===== src/rtl/i2s_rx_if.sv =====
// i2s_rx_if: serial I2S lines plus the captured stereo sample bus.
//   master: drives bclk/lrclk/sdata, observes captured samples and status
//   slave : the receiver; samples the serial lines, drives the sample bus
//   bclk, lrclk, sdata      serial bit clock, word select (0 = left), data
//   left_data, right_data   last completed stereo pair
//   sample_valid            one-cycle strobe when the pair updates
//   err_short               one-cycle strobe when a slot ended short
//   locked                  a channel boundary has been seen since reset
interface i2s_rx_if #(
  parameter int unsigned DATA_W = 16
);
  logic              bclk;
  logic              lrclk;
  logic              sdata;
  logic [DATA_W-1:0] left_data;
  logic [DATA_W-1:0] right_data;
  logic              sample_valid;
  logic              err_short;
  logic              locked;

  modport master (
    output bclk, lrclk, sdata,
    input  left_data, right_data, sample_valid, err_short, locked
  );

  modport slave (
    input  bclk, lrclk, sdata,
    output left_data, right_data, sample_valid, err_short, locked
  );
endinterface


===== src/rtl/i2s_rx.sv =====
// i2s_rx: Philips-format I2S receiver oversampled on the system clock.
// Deserializes DATA_W bits (MSB first) per channel and presents each
// completed left+right pair with a one-cycle sample_valid strobe.
//   clk    system clock, sole clock of the block
//   rst_n  synchronous active-low reset
//   i2s    serial inputs and registered sample/status outputs (slave side)
module i2s_rx #(
  parameter int unsigned DATA_W = 16
) (
  input  logic     clk,
  input  logic     rst_n,
  i2s_rx_if.slave  i2s
);

  localparam int unsigned CNT_W = $clog2(DATA_W + 1);

  // Two-flop synchronizers; the extra bclk stage finds rising edges.
  logic bclk_s1_q, bclk_s2_q, bclk_s3_q;
  logic lr_s1_q, lr_s2_q;
  logic sd_s1_q, sd_s2_q;

  logic [CNT_W-1:0]  bit_cnt_q, bit_cnt_d;
  logic              chan_q, chan_d;
  logic              lr_prev_q, lr_prev_d;
  logic [DATA_W-1:0] shift_q, shift_d;
  logic [DATA_W-1:0] left_hold_q, left_hold_d;
  logic              left_ok_q, left_ok_d;
  logic              locked_q, locked_d;
  logic [DATA_W-1:0] left_data_q, left_data_d;
  logic [DATA_W-1:0] right_data_q, right_data_d;
  logic              sample_valid_q, sample_valid_d;
  logic              err_short_q, err_short_d;

  logic              bclk_rise_c;
  logic              take_c;
  logic              done_c;
  logic [CNT_W-1:0]  cnt_c;
  logic [DATA_W-1:0] word_c;

  assign bclk_rise_c = bclk_s2_q & ~bclk_s3_q;

  // Capture, word completion and slot-boundary handling on each bclk rise.
  always_comb begin
    bit_cnt_d      = bit_cnt_q;
    chan_d         = chan_q;
    lr_prev_d      = lr_prev_q;
    shift_d        = shift_q;
    left_hold_d    = left_hold_q;
    left_ok_d      = left_ok_q;
    locked_d       = locked_q;
    left_data_d    = left_data_q;
    right_data_d   = right_data_q;
    sample_valid_d = 1'b0;
    err_short_d    = 1'b0;

    // On a boundary this bit still belongs to the slot that is ending.
    take_c = bclk_rise_c && locked_q && (bit_cnt_q < CNT_W'(DATA_W));
    word_c = take_c ? {shift_q[DATA_W-2:0], sd_s2_q} : shift_q;
    cnt_c  = take_c ? (bit_cnt_q + CNT_W'(1)) : bit_cnt_q;
    done_c = take_c && (cnt_c == CNT_W'(DATA_W));

    if (bclk_rise_c) begin
      shift_d   = word_c;
      bit_cnt_d = cnt_c;

      if (done_c) begin
        if (!chan_q) begin
          left_hold_d = word_c;
          left_ok_d   = 1'b1;
        end else if (left_ok_q) begin
          left_data_d    = left_hold_q;
          right_data_d   = word_c;
          sample_valid_d = 1'b1;
          left_ok_d      = 1'b0;
        end
      end

      if (lr_s2_q != lr_prev_q) begin
        // First boundary after reset only locks; later ones flag short slots.
        if (locked_q && (cnt_c < CNT_W'(DATA_W))) begin
          err_short_d = 1'b1;
          if (!chan_q) begin
            left_ok_d = 1'b0;
          end
        end
        bit_cnt_d = '0;
        chan_d    = lr_s2_q;
        lr_prev_d = lr_s2_q;
        locked_d  = 1'b1;
      end
    end
  end

  // State and synchronizer registers.
  always_ff @(posedge clk) begin
    if (!rst_n) begin
      bclk_s1_q      <= 1'b0;
      bclk_s2_q      <= 1'b0;
      bclk_s3_q      <= 1'b0;
      lr_s1_q        <= 1'b0;
      lr_s2_q        <= 1'b0;
      sd_s1_q        <= 1'b0;
      sd_s2_q        <= 1'b0;
      bit_cnt_q      <= '0;
      chan_q         <= 1'b0;
      lr_prev_q      <= 1'b0;
      shift_q        <= '0;
      left_hold_q    <= '0;
      left_ok_q      <= 1'b0;
      locked_q       <= 1'b0;
      left_data_q    <= '0;
      right_data_q   <= '0;
      sample_valid_q <= 1'b0;
      err_short_q    <= 1'b0;
    end else begin
      bclk_s1_q      <= i2s.bclk;
      bclk_s2_q      <= bclk_s1_q;
      bclk_s3_q      <= bclk_s2_q;
      lr_s1_q        <= i2s.lrclk;
      lr_s2_q        <= lr_s1_q;
      sd_s1_q        <= i2s.sdata;
      sd_s2_q        <= sd_s1_q;
      bit_cnt_q      <= bit_cnt_d;
      chan_q         <= chan_d;
      lr_prev_q      <= lr_prev_d;
      shift_q        <= shift_d;
      left_hold_q    <= left_hold_d;
      left_ok_q      <= left_ok_d;
      locked_q       <= locked_d;
      left_data_q    <= left_data_d;
      right_data_q   <= right_data_d;
      sample_valid_q <= sample_valid_d;
      err_short_q    <= err_short_d;
    end
  end

  assign i2s.left_data    = left_data_q;
  assign i2s.right_data   = right_data_q;
  assign i2s.sample_valid = sample_valid_q;
  assign i2s.err_short    = err_short_q;
  assign i2s.locked       = locked_q;

endmodule


===== src/flat_wrapper.sv =====
// flat-port wrapper written by rule: the top's interface ports become plain ports
module i2s_rx_flat 
#(
  parameter int unsigned DATA_W = 16
)
  (clk, rst_n, i2s_bclk, i2s_lrclk, i2s_sdata, i2s_left_data, i2s_right_data, i2s_sample_valid, i2s_err_short, i2s_locked);
  i2s_rx_if #(.DATA_W(DATA_W)) i2s_i ();
  input  logic clk;
  input  logic rst_n;
  input wire logic [$bits(i2s_i.bclk)-1:0] i2s_bclk;
  input wire logic [$bits(i2s_i.lrclk)-1:0] i2s_lrclk;
  input wire logic [$bits(i2s_i.sdata)-1:0] i2s_sdata;
  output wire logic [$bits(i2s_i.left_data)-1:0] i2s_left_data;
  output wire logic [$bits(i2s_i.right_data)-1:0] i2s_right_data;
  output wire logic [$bits(i2s_i.sample_valid)-1:0] i2s_sample_valid;
  output wire logic [$bits(i2s_i.err_short)-1:0] i2s_err_short;
  output wire logic [$bits(i2s_i.locked)-1:0] i2s_locked;
  assign i2s_i.bclk = i2s_bclk;
  assign i2s_i.lrclk = i2s_lrclk;
  assign i2s_i.sdata = i2s_sdata;
  assign i2s_left_data = i2s_i.left_data;
  assign i2s_right_data = i2s_i.right_data;
  assign i2s_sample_valid = i2s_i.sample_valid;
  assign i2s_err_short = i2s_i.err_short;
  assign i2s_locked = i2s_i.locked;
  i2s_rx #(.DATA_W(DATA_W)) u_core (.clk(clk), .rst_n(rst_n), .i2s(i2s_i));
endmodule

===== config.mk =====
export PLATFORM = sky130hd
export DESIGN_NAME = i2s_rx_flat
export DESIGN_NICKNAME = d
export VERILOG_FILES = /design/src/rtl/i2s_rx_if.sv /design/src/rtl/i2s_rx.sv /design/src/flat_wrapper.sv
export SDC_FILE = /design/constraint.sdc
export NUM_CORES = 1
export LEC_CHECK = 0
export ABC_CLOCK_PERIOD_IN_PS = 2800
export CAP_MARGIN = 20
export CORE_MARGIN = 10
export CORE_UTILIZATION = 45
export DETAILED_ROUTE_END_ITERATION = 8
export GPL_TIMING_DRIVEN = 0
export PLACE_DENSITY = 0.67
export SYNTH_ARGS = -nofsm -noshare
export SYNTH_HDL_FRONTEND = slang
export SYNTH_SLANG_ARGS = --single-unit

===== constraint.sdc =====
create_clock -name clk -period 2.8 [get_ports clk]
set_clock_uncertainty 0.15 [all_clocks]
set_input_delay 0.56 -clock clk [delete_from_list [all_inputs] [get_ports clk]]
set_output_delay 0.56 -clock clk [all_outputs]
set_load 0.01 [all_outputs]

**After elaboration in Yosys (flattened, before gate mapping)**

Index checks and enable logic that the tools add are counted.

- Input bits: 5
- Register bits after elaboration: 81
- Output and inout port bits: 35
- Logic and storage cells: 44

- $lt $le $gt $ge: 2
- Reduce and logical (&&, ||, !) cells: 9
- $add $sub $neg: 1
- Bitwise logic cells: 3
- Equality and inequality tests: 2
- Multiplexer cells: 10

Operator list:

| operator | count |
|---|---|
| $mux 16 | 1 |
| $lt 5x5->1 const B | 2 |
| $mux 5 | 2 |
| $reduce_and 4->1 | 2 |
| $mux 1 | 7 |
| $reduce_and 3->1 | 2 |
| $add 5x1->5 const B | 1 |
| $eq 5x5->1 const B | 1 |
| $logic_and 1x1->1 | 4 |
| $not 1->1 | 2 |
| $reduce_and 2->1 | 1 |
| $and 1x1->1 | 1 |
| $ne 1x1->1 | 1 |

**Logic depth before layout (Yosys ltp)**

Gate-level depths: netlist of run 1.

- Depth after elaboration: 11
- Mapped depth: 8
- Depth with buffers taken out: 5

**Worst setup path before layout of run 1**

OpenSTA, ideal clock, no wires.

- Kind: reg-to-reg
- Start: register u_core.bit_cnt_q[0]
- End: register u_core.right_data_q[0] (netlist: u_core.i2s.right_data[0])
- Cell stages (with the launch flop): 9
- Period minus slack after synthesis: 1.902 ns
- Setup time: 0.072 ns
- Path slack: 0.898 ns
- Data required time: 2.578 ns
- Arrival time: 1.680 ns
- Buffers on the path: 3
- Cells stage by stage: dfxtp_1 > ha_1 > nor2b_1 > and4_4 > buf_6 > and3_1 > buf_6 > buf_6 > mux2i_1

- Word-level cells in the longest chain between the ends: 6
- Elaborated cells between the ends (all ways): 8
- Those cells by class: 1 x add/sub; 1 x order compare; 1 x eq/ne; 2 x mux; 3 x reduce/logical

RTL lines:

| element | line | source |
|---|---|---|
| start, declared | i2s_rx.sv:22 | `logic [CNT_W-1:0] bit_cnt_q, bit_cnt_d;` |
| start signal, assigned | i2s_rx.sv:123 | `bit_cnt_q <= bit_cnt_d;` |
| $lt 5x5->1 | i2s_rx.sv:57 | `take_c = bclk_rise_c && locked_q && (bit_cnt_q < CNT_W'(DATA_W));` |
| $logic_and 1x1->1 | i2s_rx.sv:57 |  |
| $mux 5 | i2s_rx.sv:59 | `cnt_c = take_c ? (bit_cnt_q + CNT_W'(1)) : bit_cnt_q;` |
| $eq 5x5->1 | i2s_rx.sv:60 | `done_c = take_c && (cnt_c == CNT_W'(DATA_W));` |
| $logic_and 1x1->1 | i2s_rx.sv:60 |  |
| $reduce_and 4->1 (no source line) | n/a |  |
| end signal, assigned | i2s_rx.sv:131 | `right_data_q <= right_data_d;` |
| end, declared | i2s_rx.sv:30 | `logic [DATA_W-1:0] right_data_q, right_data_d;` |

Several ways; a longest one is shown, not always the timed one.
A chain may end at the register's enable or synchronous reset.

**Worst setup path after layout of run 1**

- Start: register u_core.bit_cnt_q[0]
- End: register u_core.right_data_q[1] (netlist: u_core.i2s.right_data[1])

The elaborated chain is that of the path after synthesis.

==> impl_results.md, run 1 <==
- Total overflow reported by the global router: 0
- Clock slew at the register clock pins of the worst setup and hold paths: about 0.08 ns
- Number of global-route vias before repair: roughly 2,200
- Combined area of all synthesized cells: around 3200 um^2
- Total wire length after detailed routing: around 6400 um
- RSZ-0062 raised after global routing: no
- Total leakage power: about 1.5 nW
- Max-cap violations: 0
- Slew Limit Fails: 0
- Outcome: completed
- Post-Syn Nets: between 300 and 400
- Row count: 30
- First-pass GRT wire length: 10,960 um
- Sum of net half-perimeters after detailed placement: 4734 um
- Hold buffer count at CTS: 0
- Required time worst endpoint: just under 3 ns
- Startpoint types: flop
- Antenna diode count: 0
- Number of unique standard cell types used by synthesis: 31
- Initial antenna violation count: 0
- Per-cell routed wire length: approximately 13 um
- WHS Endpoint: u_core.bclk_s2_q
- Fraction of the yosys area taken by sequential cells: 51.16%
- Flops & latches, synth: a little over 80
- Root buffer cell: sky130_fd_sc_hd__clkbuf_8
- Total negative slack for setup checks: 0 ns
- Top cells by area in the synthesized netlist: sky130_fd_sc_hd__dfxtp_1 (51%), sky130_fd_sc_hd__mux2i_1 (10%), sky130_fd_sc_hd__nand2_1 (8.2%)
- Antenna-violating nets left: 0
- Number of buffers created by CTS: 9
- Cells after synthesis: roughly 330
- Layout-stage area growth over the synthesis result: 21.99%
- Clock insertion delay at the later pin of the skew report: around 0.34 ns
- Avg Inst Size Synth: about 9.5 um^2
- Reg2Reg Setup Slack: 0.70 ns
- Top achievable clock speed: around 480 MHz
- Worst-Margin Slew: ~0.60 ns
- Class of the worst hold path: reg -> reg
- Instance count after placement with tap cells included: roughly 470
- Area of the die: ~11,000 um^2
- Category of the critical setup timing path: reg -> reg
- Routed length on met2: 2641 um
- Synthesis Warnings: 0
- Final Non-Filler Cells: just under 500
- Highest ir drop seen on vdd: 0.0003871 V
- Maximum level of the CTS H-tree: 3
- Maximum clock path buffer count: 2
- Power density relative to cell area: roughly 530 nW/um^2
- Final Hold Fails: 0
- Worst Reg2Reg Path Length in Cells: 8
- Starting Density: a little under half
- # clock sinks: approximately 80
- Number of instances on the worst hold path: 1
- Share of the synthesized area in the top cell type: around 51%
- Detailed-route vias per instance: roughly 4.8
- Count of TritonRoute iterations in the first routing pass: 4
- DRC violation total after the first TritonRoute iteration: 106
- Setup Fix Bufs, Post-CTS: 0
- Net total in the final layout: 389
- Most frequent cells in the layout: sky130_fd_sc_hd__dfxtp_1 (81), sky130_fd_sc_hd__nand2_1 (69), sky130_fd_sc_hd__clkdlybuf4s50_1 (38)
- Crit path cell chain: ha_1, nor2b_1, and4_4, buf_6, and3_1, buf_6, buf_6, mux2i_1
- Buffers on Ports: 38
- Startpoint of the worst register-to-register path: u_core.bit_cnt_q[0]
- Die Ht: around 100 um
- Chip Width: between 100 and 150 um
- Number of top-level design ports: 40
- Total power consumption of the routed design: 0.002048 W
- Total via count in the routed design: between 2,000 and 2,500
- CTS-repair resized insts: 0
- Crit-path max FO: 10
- Final setup fails: 0
- Overall global routing resource usage: between 10% and 20%
- CP Capture Type: flop
- Clock tree from TritonCTS: yes
- Placeable Area: about 6800 um^2
- Post-synth top area cell: sky130_fd_sc_hd__dfxtp_1
- Shortest clock period the worst path allows after layout: 2.100 ns
- Critical R2R Capture: u_core.i2s.right_data[1]
- Slowest cell on crit path: sky130_fd_sc_hd__dfxtp_1
- Min-delay src: u_core.bclk_s1_q
- DR WL met3: 412 um
- Remaining DRCs: 0
- Pin count of the biggest net entering global routing: 14
- Data arrival time of the critical path: around 2.2 ns
- Highest routed layer: met4
- Most common library cell in the layout ignoring fill and taps: sky130_fd_sc_hd__dfxtp_1
- Global placer's final weighted congestion: just under 0.8
- Slew HR: 59.85%
- Longest individual stage delay on the worst path: ~0.34 ns
- Wire length on met1: between 3000 and 4000 um
- Period utilisation layout: about three quarters
- Cell repeated most along the worst path: sky130_fd_sc_hd__buf_6
- Fraction of layout cells with a size suffix above 1: under 10%
-- power breakdown --
group / total (W) / internal, W / switching, W
combinational: 0.0000510 / 0.0000178 / 0.0000332
clock: 0.000839 / 0.000433 / 0.000406
sequential: 0.00116 / 0.00116 / 0.00000232
-- metal layers --
metal / vias to the layer above / GRT usage [%]
li1: 1207 / -
met1: 1048 / 16.38
met2: 46 / 16.98
met3: 11 / 4.399
met4: 0 / 6.064
met5: - / 0
-- worst max-delay path: cells and delay by family, from the launching register on --
family        cells  cell delay (ns)
fa+ha+maj         1             0.32
buf+inv           3             0.45
flops             1             0.34
mux               1             0.20
simple gates      3             0.57
-- area by class of cell --
class | count | area (um^2)
sequential | 81 | 1622
fill | 650 | 2965
inverter | 17 | 63.81
timing repair buffer | 38 | 380.4
clock buffer | 11 | 141.4
buffer | 24 | 136.4
multi-input combinational | 212 | 1348
clock inverter | 5 | 55.05
tap | 96 | 120.1
-- kinds of logic (layout without fill, tap and decap cells) --
| kind of cell | Yosys count | after routing | synth area share (%) |
|---|---|---|---|
| compound gates | 29 | 29 | 5.133 |
| simple gates | 132 | 132 | 20.65 |
| mux | 48 | 48 | 15.79 |
| fa+ha+maj | 1 | 1 | 0.3947 |
| xor+xnor | 2 | 2 | 0.5528 |
| flops | 81 | 81 | 51.16 |
| buf+inv | 41 | 95 | 6.317 |
-- per-stage QoR --
step	hold slack, ns	setup slack (ns)	instance area (um^2)	util (%)
after floorplan	0.2619	0.8983	3169	-
after global placement	0.2638	0.7650	3670	53.72
after detailed placement	0.2728	0.7327	3670	53.72
after CTS	0.2922	0.6915	3866	56.59
after global routing	0.3094	0.5447	3866	56.59
final	0.2870	0.7004	3866	56.59
-- how the worst max path moves through the flow --
stage	startpoint	to	slack, ns	cells after the start
detailed placement	u_core.bit_cnt_q[0]	u_core.i2s.right_data[1]	0.73	8
global placement	u_core.bit_cnt_q[0]	u_core.i2s.right_data[13]	0.76	8
global route	u_core.bit_cnt_q[0]	u_core.left_hold_q[7]	0.54	6
floorplan	u_core.bit_cnt_q[0]	u_core.i2s.right_data[0]	0.90	8
finish	u_core.bit_cnt_q[0]	u_core.i2s.right_data[1]	0.70	8
CTS	u_core.bit_cnt_q[0]	u_core.i2s.right_data[1]	0.69	8
-- cells in the mapped netlist --
| cell type | instances |
|---|---|
| sky130_fd_sc_hd__a21boi_1 | 5 |
| sky130_fd_sc_hd__a21oi_1 | 20 |
| sky130_fd_sc_hd__a22oi_1 | 1 |
| sky130_fd_sc_hd__and2_1 | 7 |
| sky130_fd_sc_hd__and3_1 | 3 |
| sky130_fd_sc_hd__and4_1 | 1 |
| sky130_fd_sc_hd__and4_4 | 1 |
| sky130_fd_sc_hd__and4bb_1 | 1 |
| sky130_fd_sc_hd__buf_2 | 4 |
| sky130_fd_sc_hd__buf_4 | 1 |
| sky130_fd_sc_hd__buf_6 | 5 |
| sky130_fd_sc_hd__clkbuf_1 | 14 |
| sky130_fd_sc_hd__dfxtp_1 | 81 |
| sky130_fd_sc_hd__ha_1 | 1 |
| sky130_fd_sc_hd__inv_1 | 17 |
| sky130_fd_sc_hd__mux2_1 | 16 |
| sky130_fd_sc_hd__mux2i_1 | 32 |
| sky130_fd_sc_hd__nand2_1 | 69 |
| sky130_fd_sc_hd__nand2b_1 | 2 |
| sky130_fd_sc_hd__nand3_1 | 3 |
| sky130_fd_sc_hd__nand3b_1 | 1 |
| sky130_fd_sc_hd__nand4_1 | 1 |
| sky130_fd_sc_hd__nor2_1 | 5 |
| sky130_fd_sc_hd__nor2b_1 | 3 |
| sky130_fd_sc_hd__nor3_1 | 18 |
| sky130_fd_sc_hd__nor3b_1 | 16 |
| sky130_fd_sc_hd__o211ai_1 | 1 |
| sky130_fd_sc_hd__o21ai_1 | 2 |
| sky130_fd_sc_hd__or4bb_1 | 1 |
| sky130_fd_sc_hd__xnor2_1 | 1 |
| sky130_fd_sc_hd__xor2_1 | 1 |
-- registers in the layout, summed over array words and instances (netlist names), 5 cells and up --
signal,count
u_core.bit_cnt_q,5
u_core.i2s.left_data,16
u_core.i2s.right_data,16
u_core.left_hold_q,16
u_core.shift_q,16
(Power assumes the default switching activity.)
==> run 2, diff against run 1 <==
- ABC_CLOCK_PERIOD_IN_PS: 2800 -> 2140
- clock period: 2.8 -> 2.14 ns (I/O delays scaled with it)
==> run 2 against run 1 <==
Non-clock buffer count up 4. Clock power up 31%. Sequential cell count unchanged. Largest cell class unchanged. Via count up 0.13%. Total power up 31%. Routed wire length up 0.72%. First-iteration DRC count down 5.7%. Fmax up 0.93%. Critical path type unchanged. Design area up 1.2%. Core utilization up 0.68 points.
==> impl_results.md, run 2 (synthesis gave the netlist of run 1 again) <==
- Fraction of layout cells with a size suffix above 1: 8.163% (was 6.701%)
- Category of the critical setup timing path: reg -> reg (unchanged)
- Layout-stage area growth over the synthesis result: 23.45% (was 21.99%)
- Final setup fails: 0 (unchanged)
- Starting Density: 46.39% (unchanged)
- Initial antenna violation count: 0 (unchanged)
- Chip Width: 103.9 um (unchanged)
- Number of top-level design ports: 40 (unchanged)
- Power density relative to cell area: 684.4 nW/um^2 (was 529.8 nW/um^2)
- Total leakage power: 1.489 nW (was 1.465 nW)
- Data arrival time of the critical path: 2.20 ns (was 2.22 ns)
- Reg2Reg Setup Slack: 0.06 ns (was 0.70 ns)
- Finished Cell Area: 3913 um^2 (was 3866 um^2)
- Pin count of the biggest net entering global routing: 14 (unchanged)
- Met2 Usage GRT: 16.98% (unchanged)
- Worst Reg2Reg Path Length in Cells: 8 (unchanged)
- Total wire length after detailed routing: 6478 um (was 6432 um)
- Total negative slack for setup checks: 0 ns (unchanged)
- Outcome: completed (unchanged)
- Cell count along the critical path: 8 (unchanged)
- Most common library cell in the layout ignoring fill and taps: sky130_fd_sc_hd__dfxtp_1 (unchanged)
- Most frequent cells in the layout: sky130_fd_sc_hd__dfxtp_1 (80), sky130_fd_sc_hd__nand2_1 (69), sky130_fd_sc_hd__clkdlybuf4s50_1 (38) (was sky130_fd_sc_hd__dfxtp_1 (81), sky130_fd_sc_hd__nand2_1 (69), sky130_fd_sc_hd__clkdlybuf4s50_1 (38))
- Post-DP Area: 3670 um^2 (unchanged)
- Number of global-route vias before repair: 2,236 (unchanged)
- Count of TritonRoute iterations in the first routing pass: 4 (unchanged)
- Clock tree from TritonCTS: yes (unchanged)
- Min-delay src: u_core.bclk_s1_q (unchanged)
- DRC violation total after the first TritonRoute iteration: 100 (was 106)
- Startpoint of the worst register-to-register path: u_core.bit_cnt_q[1] (was u_core.bit_cnt_q[0])
- Antenna-violating nets left: 0 (unchanged)
- Number of buffers created by CTS: 9 (unchanged)
- Worst-Margin Slew: 0.6038 ns (was 0.6002 ns)
- # clock sinks: 81 (unchanged)
- Top achievable clock speed: 480.7 MHz (was 476.3 MHz)
- Number of fill cells: 647 (was 650)
- Cell repeated most along the worst path: sky130_fd_sc_hd__buf_6 (unchanged)
- Crit-path max FO: 10 (unchanged)
- Overall global routing resource usage: 12.28% (unchanged)
- Crit path launch: u_core.bit_cnt_q[1] (was u_core.bit_cnt_q[0])
- Remaining DRCs: 0 (unchanged)
- Total via count in the routed design: 2,315 (was 2,312)
- Setup crit end: u_core.i2s.right_data[1] (unchanged)
- Global placer's final weighted congestion: 0.7774 (unchanged)
- Per-cell routed wire length: 13.27 um (was 13.29 um)
- Maximum clock path buffer count: 2 (unchanged)
- Met3 track demand over resource in global routing: 4.399% (unchanged)
- CP bufs+invs: 3 (unchanged)
- Clock slew at the register clock pins of the worst setup and hold paths: 0.08 ns (about the same)
- Maximum level of the CTS H-tree: 3 (unchanged)
- Detailed-route vias per instance: 4.744 (was 4.777)
- Period utilisation layout: 97.21% (was 74.99%)
- First-pass GRT wire length: 10,960 um (unchanged)
- Antenna diode count: 0 (unchanged)
- Critical R2R Capture: u_core.i2s.right_data[1] (unchanged)
- Slew HR: 59.61% (was 59.85%)
- CP Capture Type: flop (unchanged)
- Met1 track demand over resource: 16.38% (unchanged)
- Longest individual stage delay on the worst path: 0.33 ns (was 0.34 ns)
- Busiest metal layer after global routing: met2 (unchanged)
- Startpoint types: flop (unchanged)
- RSZ-0062 raised after global routing: yes (was no)
- Slowest cell on crit path: sky130_fd_sc_hd__dfxtp_1 (unchanged)
- Highest ir drop seen on vdd: 0.0005068 V (was 0.0003871 V)
- Sum of net half-perimeters after detailed placement: 4734 um (unchanged)
- Hold buffer count at CTS: 0 (unchanged)
- Largest delay share family, worst path: simple AND/OR/NAND/NOR gates (unchanged)
- Buffers on Ports: 38 (unchanged)
- Placeable Area: 6832 um^2 (unchanged)
- Shortest clock period the worst path allows after layout: 2.080 ns (was 2.100 ns)
- Row count: 30 (unchanged)
- Die Ht: 103.9 um (unchanged)
- Clock insertion delay at the later pin of the skew report: 0.34 ns (about the same)
- Required time worst endpoint: 2.26 ns (was 2.92 ns)
- Max-cap violations: 0 (unchanged)
- Class of the worst hold path: reg -> reg (unchanged)
- Crit path cell chain: ha_1, nor2b_2, and4_4, buf_6, and3_1, buf_6, buf_6, mux2i_1 (was ha_1, nor2b_1, and4_4, buf_6, and3_1, buf_6, buf_6, mux2i_1)
- Slew Limit Fails: 0 (unchanged)
- Area of the die: 10,800 um^2 (unchanged)
- Root buffer cell: sky130_fd_sc_hd__clkbuf_8 (unchanged)
- Final Hold Fails: 0 (unchanged)
- Total overflow reported by the global router: 0 (unchanged)
- Net total in the final layout: 393 (was 389)
==> run 2: per-layer routing <==
layer  wire, um  up-vias
li1           -     1215
met1       3298     1044
met2       2649       46
met3        412       10
met4        118        0
met5          0        -
==> run 2: cell type report <==
class	instances	area, um^2	area share [%]
flip-flops and latches	81	1623	41.48
multi-input cells	212	1350	34.51
repair buffers	42	410.4	10.49
plain buffers	24	148.9	3.806
clock buffers	11	141.4	3.614
well taps	96	120.1	3.070
inverters	17	63.81	1.631
clock inverters	5	55.05	1.407
==> run 2: worst min path at each step <==
stage               depth (start not counted)  slack (ns)          endpoint
finish                                      1        0.29  u_core.bclk_s2_q
global route                                1        0.31    u_core.lr_s2_q
CTS                                         1        0.29  u_core.bclk_s2_q
detailed placement                          1        0.27  u_core.bclk_s2_q
global placement                            1        0.26  u_core.bclk_s2_q
floorplan                                   1        0.26  u_core.bclk_s2_q
==> run 2: repair_timing <==
action / in CTS / in global routing
resized for setup: 0 / 5
endpoints found under the hold margin: 0 / 0
buffers inserted: 0 / 4
setup endpoints to repair: 0 / 39
==> run 2: stage by stage <==
stage	total power, W	hold WS, ns	util (%)	instances	worst slack (ns)
after floorplan	0.001596	0.2619	-	334	0.2383
after global placement	0.001617	0.2638	53.72	468	0.1050
after detailed placement	0.001618	0.2728	53.72	468	0.07269
after CTS	0.002710	0.2922	56.59	484	0.03146
after global routing	0.002777	0.3094	57.27	488	-0.04624
final	0.002678	0.2870	57.27	488	0.05975
==> run 2: power breakdown <==
part	total (W)	internal, W	switching, W
combinational	0.0000666	0.0000233	0.0000432
clock	0.00110	0.000567	0.000529
sequential	0.00152	0.00151	0.00000305
==> run 3, diff against run 2 <==
- CAP_MARGIN: 20 -> not set
- CTS_BUF_LIST: not set -> sky130_fd_sc_hd__clkbuf_16
==> run 3 against run 2 <==
Hold slack got worse by 0.0029 ns. Combinational power increased by 0.8%. Core utilization increased by 1.6 points. Total power increased by 14%. Largest cell class unchanged. Clock-buffer cell count decreased by 2. Largest power group unchanged. Non-clock buffer count unchanged. Clock power increased by 34%. Die area unchanged. Highest routed layer unchanged. Design area increased by 2.7%.
==> impl_results.md, run 3 (synthesis gave the netlist of run 1 again) <==
- Highest ir drop seen on vdd: 0.0005852 V (was 0.0005068 V)
- Data arrival time of the critical path: 2.16 ns (was 2.20 ns)
- CP bufs+invs: 3 (unchanged)
- Worst Reg2Reg Path Length in Cells: 8 (unchanged)
- Highest routed layer: met4 (unchanged)
- Chip Width: 103.9 um (unchanged)
- Wire length on met1: 3302 um (was 3298 um)
- Slew Limit Fails: 0 (unchanged)
- Outcome: completed (unchanged)
- Number of instances on the worst hold path: 1 (unchanged)
- Detailed-route vias per instance: 4.797 (was 4.744)
- Overall global routing resource usage: 12.41% (was 12.28%)
- Placeable Area: 6832 um^2 (unchanged)
- Clock tree from TritonCTS: yes (unchanged)
- Startpoint types: flop (unchanged)
- Worst-Margin Slew: 0.6324 ns (was 0.6038 ns)
- Final Non-Filler Cells: 488 (unchanged)
- Number of fill cells: 628 (was 647)
- Maximum level of the CTS H-tree: 3 (unchanged)
- Routed length on met2: 2853 um (was 2649 um)
- DR WL met3: 383 um (was 412 um)
- Slowest cell on crit path: sky130_fd_sc_hd__dfxtp_2 (was sky130_fd_sc_hd__dfxtp_1)
- Critical R2R Capture: u_core.i2s.right_data[1] (unchanged)
- # clock sinks: 81 (unchanged)
- Crit path cell chain: ha_1, nor2b_2, and4_4, buf_6, and3_1, buf_6, buf_8, mux2i_1 (was ha_1, nor2b_2, and4_4, buf_6, and3_1, buf_6, buf_6, mux2i_1)
- CP Capture Type: flop (unchanged)
- Reg2Reg Setup Slack: 0.08 ns (was 0.06 ns)
- Total via count in the routed design: 2,341 (was 2,315)
- Final Hold Fails: 0 (unchanged)
- Most common library cell in the layout ignoring fill and taps: sky130_fd_sc_hd__dfxtp_1 (unchanged)
- Die Ht: 103.9 um (unchanged)
- Max-cap violations: 0 (unchanged)
- Area of the die: 10,800 um^2 (unchanged)
- Number of global-route vias before repair: 2,281 (was 2,236)
- Antenna-violating nets left: 0 (unchanged)
- Clock slew at the register clock pins of the worst setup and hold paths: 0.06 ns (was 0.08 ns)
- Net total in the final layout: 393 (unchanged)
- Remaining DRCs: 0 (unchanged)
- Shortest clock period the worst path allows after layout: 2.063 ns (was 2.080 ns)
- Pin count of the biggest net entering global routing: 14 (unchanged)
- Crit path launch: u_core.bit_cnt_q[1] (unchanged)
- Longest individual stage delay on the worst path: 0.33 ns (about the same)
- Global placer's final weighted congestion: 0.7774 (unchanged)
- Crit-path max FO: 10 (unchanged)
- Required time worst endpoint: 2.24 ns (was 2.26 ns)
- Number of top-level design ports: 40 (unchanged)
- Root buffer cell: sky130_fd_sc_hd__clkbuf_16 (was sky130_fd_sc_hd__clkbuf_8)
- Proportion of total power due to net switching: 20.63% (was 21.47%)
- Startpoint of the worst register-to-register path: u_core.bit_cnt_q[1] (unchanged)
- Row count: 30 (unchanged)
- Top achievable clock speed: 484.7 MHz (was 480.7 MHz)
- Sum of net half-perimeters after detailed placement: 4734 um (unchanged)
- DRC violation total after the first TritonRoute iteration: 91 (was 100)
- Internal: 0.002428 W (was 0.002103 W)
- Most frequent cells in the layout: sky130_fd_sc_hd__dfxtp_1 (79), sky130_fd_sc_hd__nand2_1 (69), sky130_fd_sc_hd__clkdlybuf4s50_1 (38) (was sky130_fd_sc_hd__dfxtp_1 (80), sky130_fd_sc_hd__nand2_1 (69), sky130_fd_sc_hd__clkdlybuf4s50_1 (38))
- Setup crit end: u_core.i2s.right_data[1] (unchanged)
- Fraction of layout cells with a size suffix above 1: 8.418% (was 8.163%)
- Cell repeated most along the worst path: sky130_fd_sc_hd__buf_6 (unchanged)
- Category of the critical setup timing path: reg -> reg (unchanged)
- Share of power burned in combinational logic: 2.2% (was 2.5%)
- Power density relative to cell area: 761.3 nW/um^2 (was 684.4 nW/um^2)
- Maximum clock path buffer count: 2 (unchanged)
- Clock insertion delay at the later pin of the skew report: 0.33 ns (was 0.34 ns)
- Cell count along the critical path: 8 (unchanged)
- First-pass GRT wire length: 11,140 um (was 10,960 um)
- Number of buffers created by CTS: 9 (unchanged)
- Switch Pwr: 0.0006313 W (was 0.0005750 W)
- Antenna diode count: 0 (unchanged)
- Final setup fails: 0 (unchanged)
- Initial antenna violation count: 0 (unchanged)
- Total wire length after detailed routing: 6630 um (was 6478 um)
- Period utilisation layout: 96.40% (was 97.21%)
- Buffers on Ports: 38 (unchanged)
- Largest delay share family, worst path: simple AND/OR/NAND/NOR gates (unchanged)
- Count of TritonRoute iterations in the first routing pass: 4 (unchanged)
- Per-cell routed wire length: 13.59 um (was 13.27 um)
- Setup slack at placement: 0.07269 ns (unchanged)
- Total leakage power: 1.535 nW (was 1.489 nW)
- Fraction of power consumed by the clock network: 48.2% (was 40.9%)
- Post-route setup slack: 0.07693 ns (was 0.05975 ns)
- Total overflow reported by the global router: 0 (unchanged)
- Layout-stage area growth over the synthesis result: 26.81% (was 23.45%)
- Part of the total power dissipated in sequential elements: 49.6% (was 56.6%)
- Class of the worst hold path: reg -> reg (unchanged)
- Instance count after placement with tap cells included: 468 (unchanged)
- Starting Density: 46.39% (unchanged)
- Slew HR: 57.69% (was 59.61%)
==> run 3: layout make-up <==
type | instances | area, um^2 | area share, %
clock buffer | 9 | 225.2 | 5.604
buffer | 24 | 160.2 | 3.985
clock inverter | 7 | 62.56 | 1.557
timing repair buffer | 42 | 410.4 | 10.21
inverter | 17 | 63.81 | 1.588
tap | 96 | 120.1 | 2.989
sequential | 81 | 1624 | 40.41
multi-input combinational | 212 | 1353 | 33.66
==> run 3: what timing repair did <==
item | in CTS | in global routing
hold buffers | 0 | 0
endpoints found under the hold margin | 0 | 0
setup endpoints to repair | 0 | 39
gates resized for setup | 0 | 10
setup buffers | 0 | 4
==> run 3: how the worst min path moves through the flow <==
stage | startpoint | endpoint
floorplan | u_core.bclk_s1_q | u_core.bclk_s2_q
global placement | u_core.bclk_s1_q | u_core.bclk_s2_q
detailed placement | u_core.bclk_s1_q | u_core.bclk_s2_q
CTS | u_core.bclk_s1_q | u_core.bclk_s2_q
global route | u_core.lr_s1_q | u_core.lr_s2_q
finish | u_core.lr_s1_q | u_core.lr_s2_q
==> run 3: power groups by stage <==
stage	logic, W	registers, W	clock network [W]
4_1_cts	0.0000674	0.00152	0.00150
2_1_floorplan	0.0000456	0.00155	0
3_3_place_gp	0.0000666	0.00155	0
3_5_place_dp	0.0000674	0.00155	0
5_1_grt	0.0000756	0.00152	0.00155
6_report	0.0000671	0.00152	0.00147
==> run 3: through the flow <==
step | area [um^2] | power [W] | setup TNS [ns] | hold slack [ns] | util [%]
floorplan | 3169 | 0.001596 | 0 | 0.2619 | -
global placement | 3670 | 0.001617 | 0 | 0.2638 | 53.72
detailed placement | 3670 | 0.001618 | 0 | 0.2728 | 53.72
CTS | 3958 | 0.003087 | 0 | 0.2875 | 57.93
global route | 4019 | 0.003143 | -0.5646 | 0.3033 | 58.83
finish | 4019 | 0.003060 | 0 | 0.2841 | 58.83
==> run 3: metal layers <==
layer	GRT usage, %	up-vias
met2	17.57	49
met3	4.089	9
li1	-	1219
met1	16.46	1064
met5	0	-
met4	6.064	0
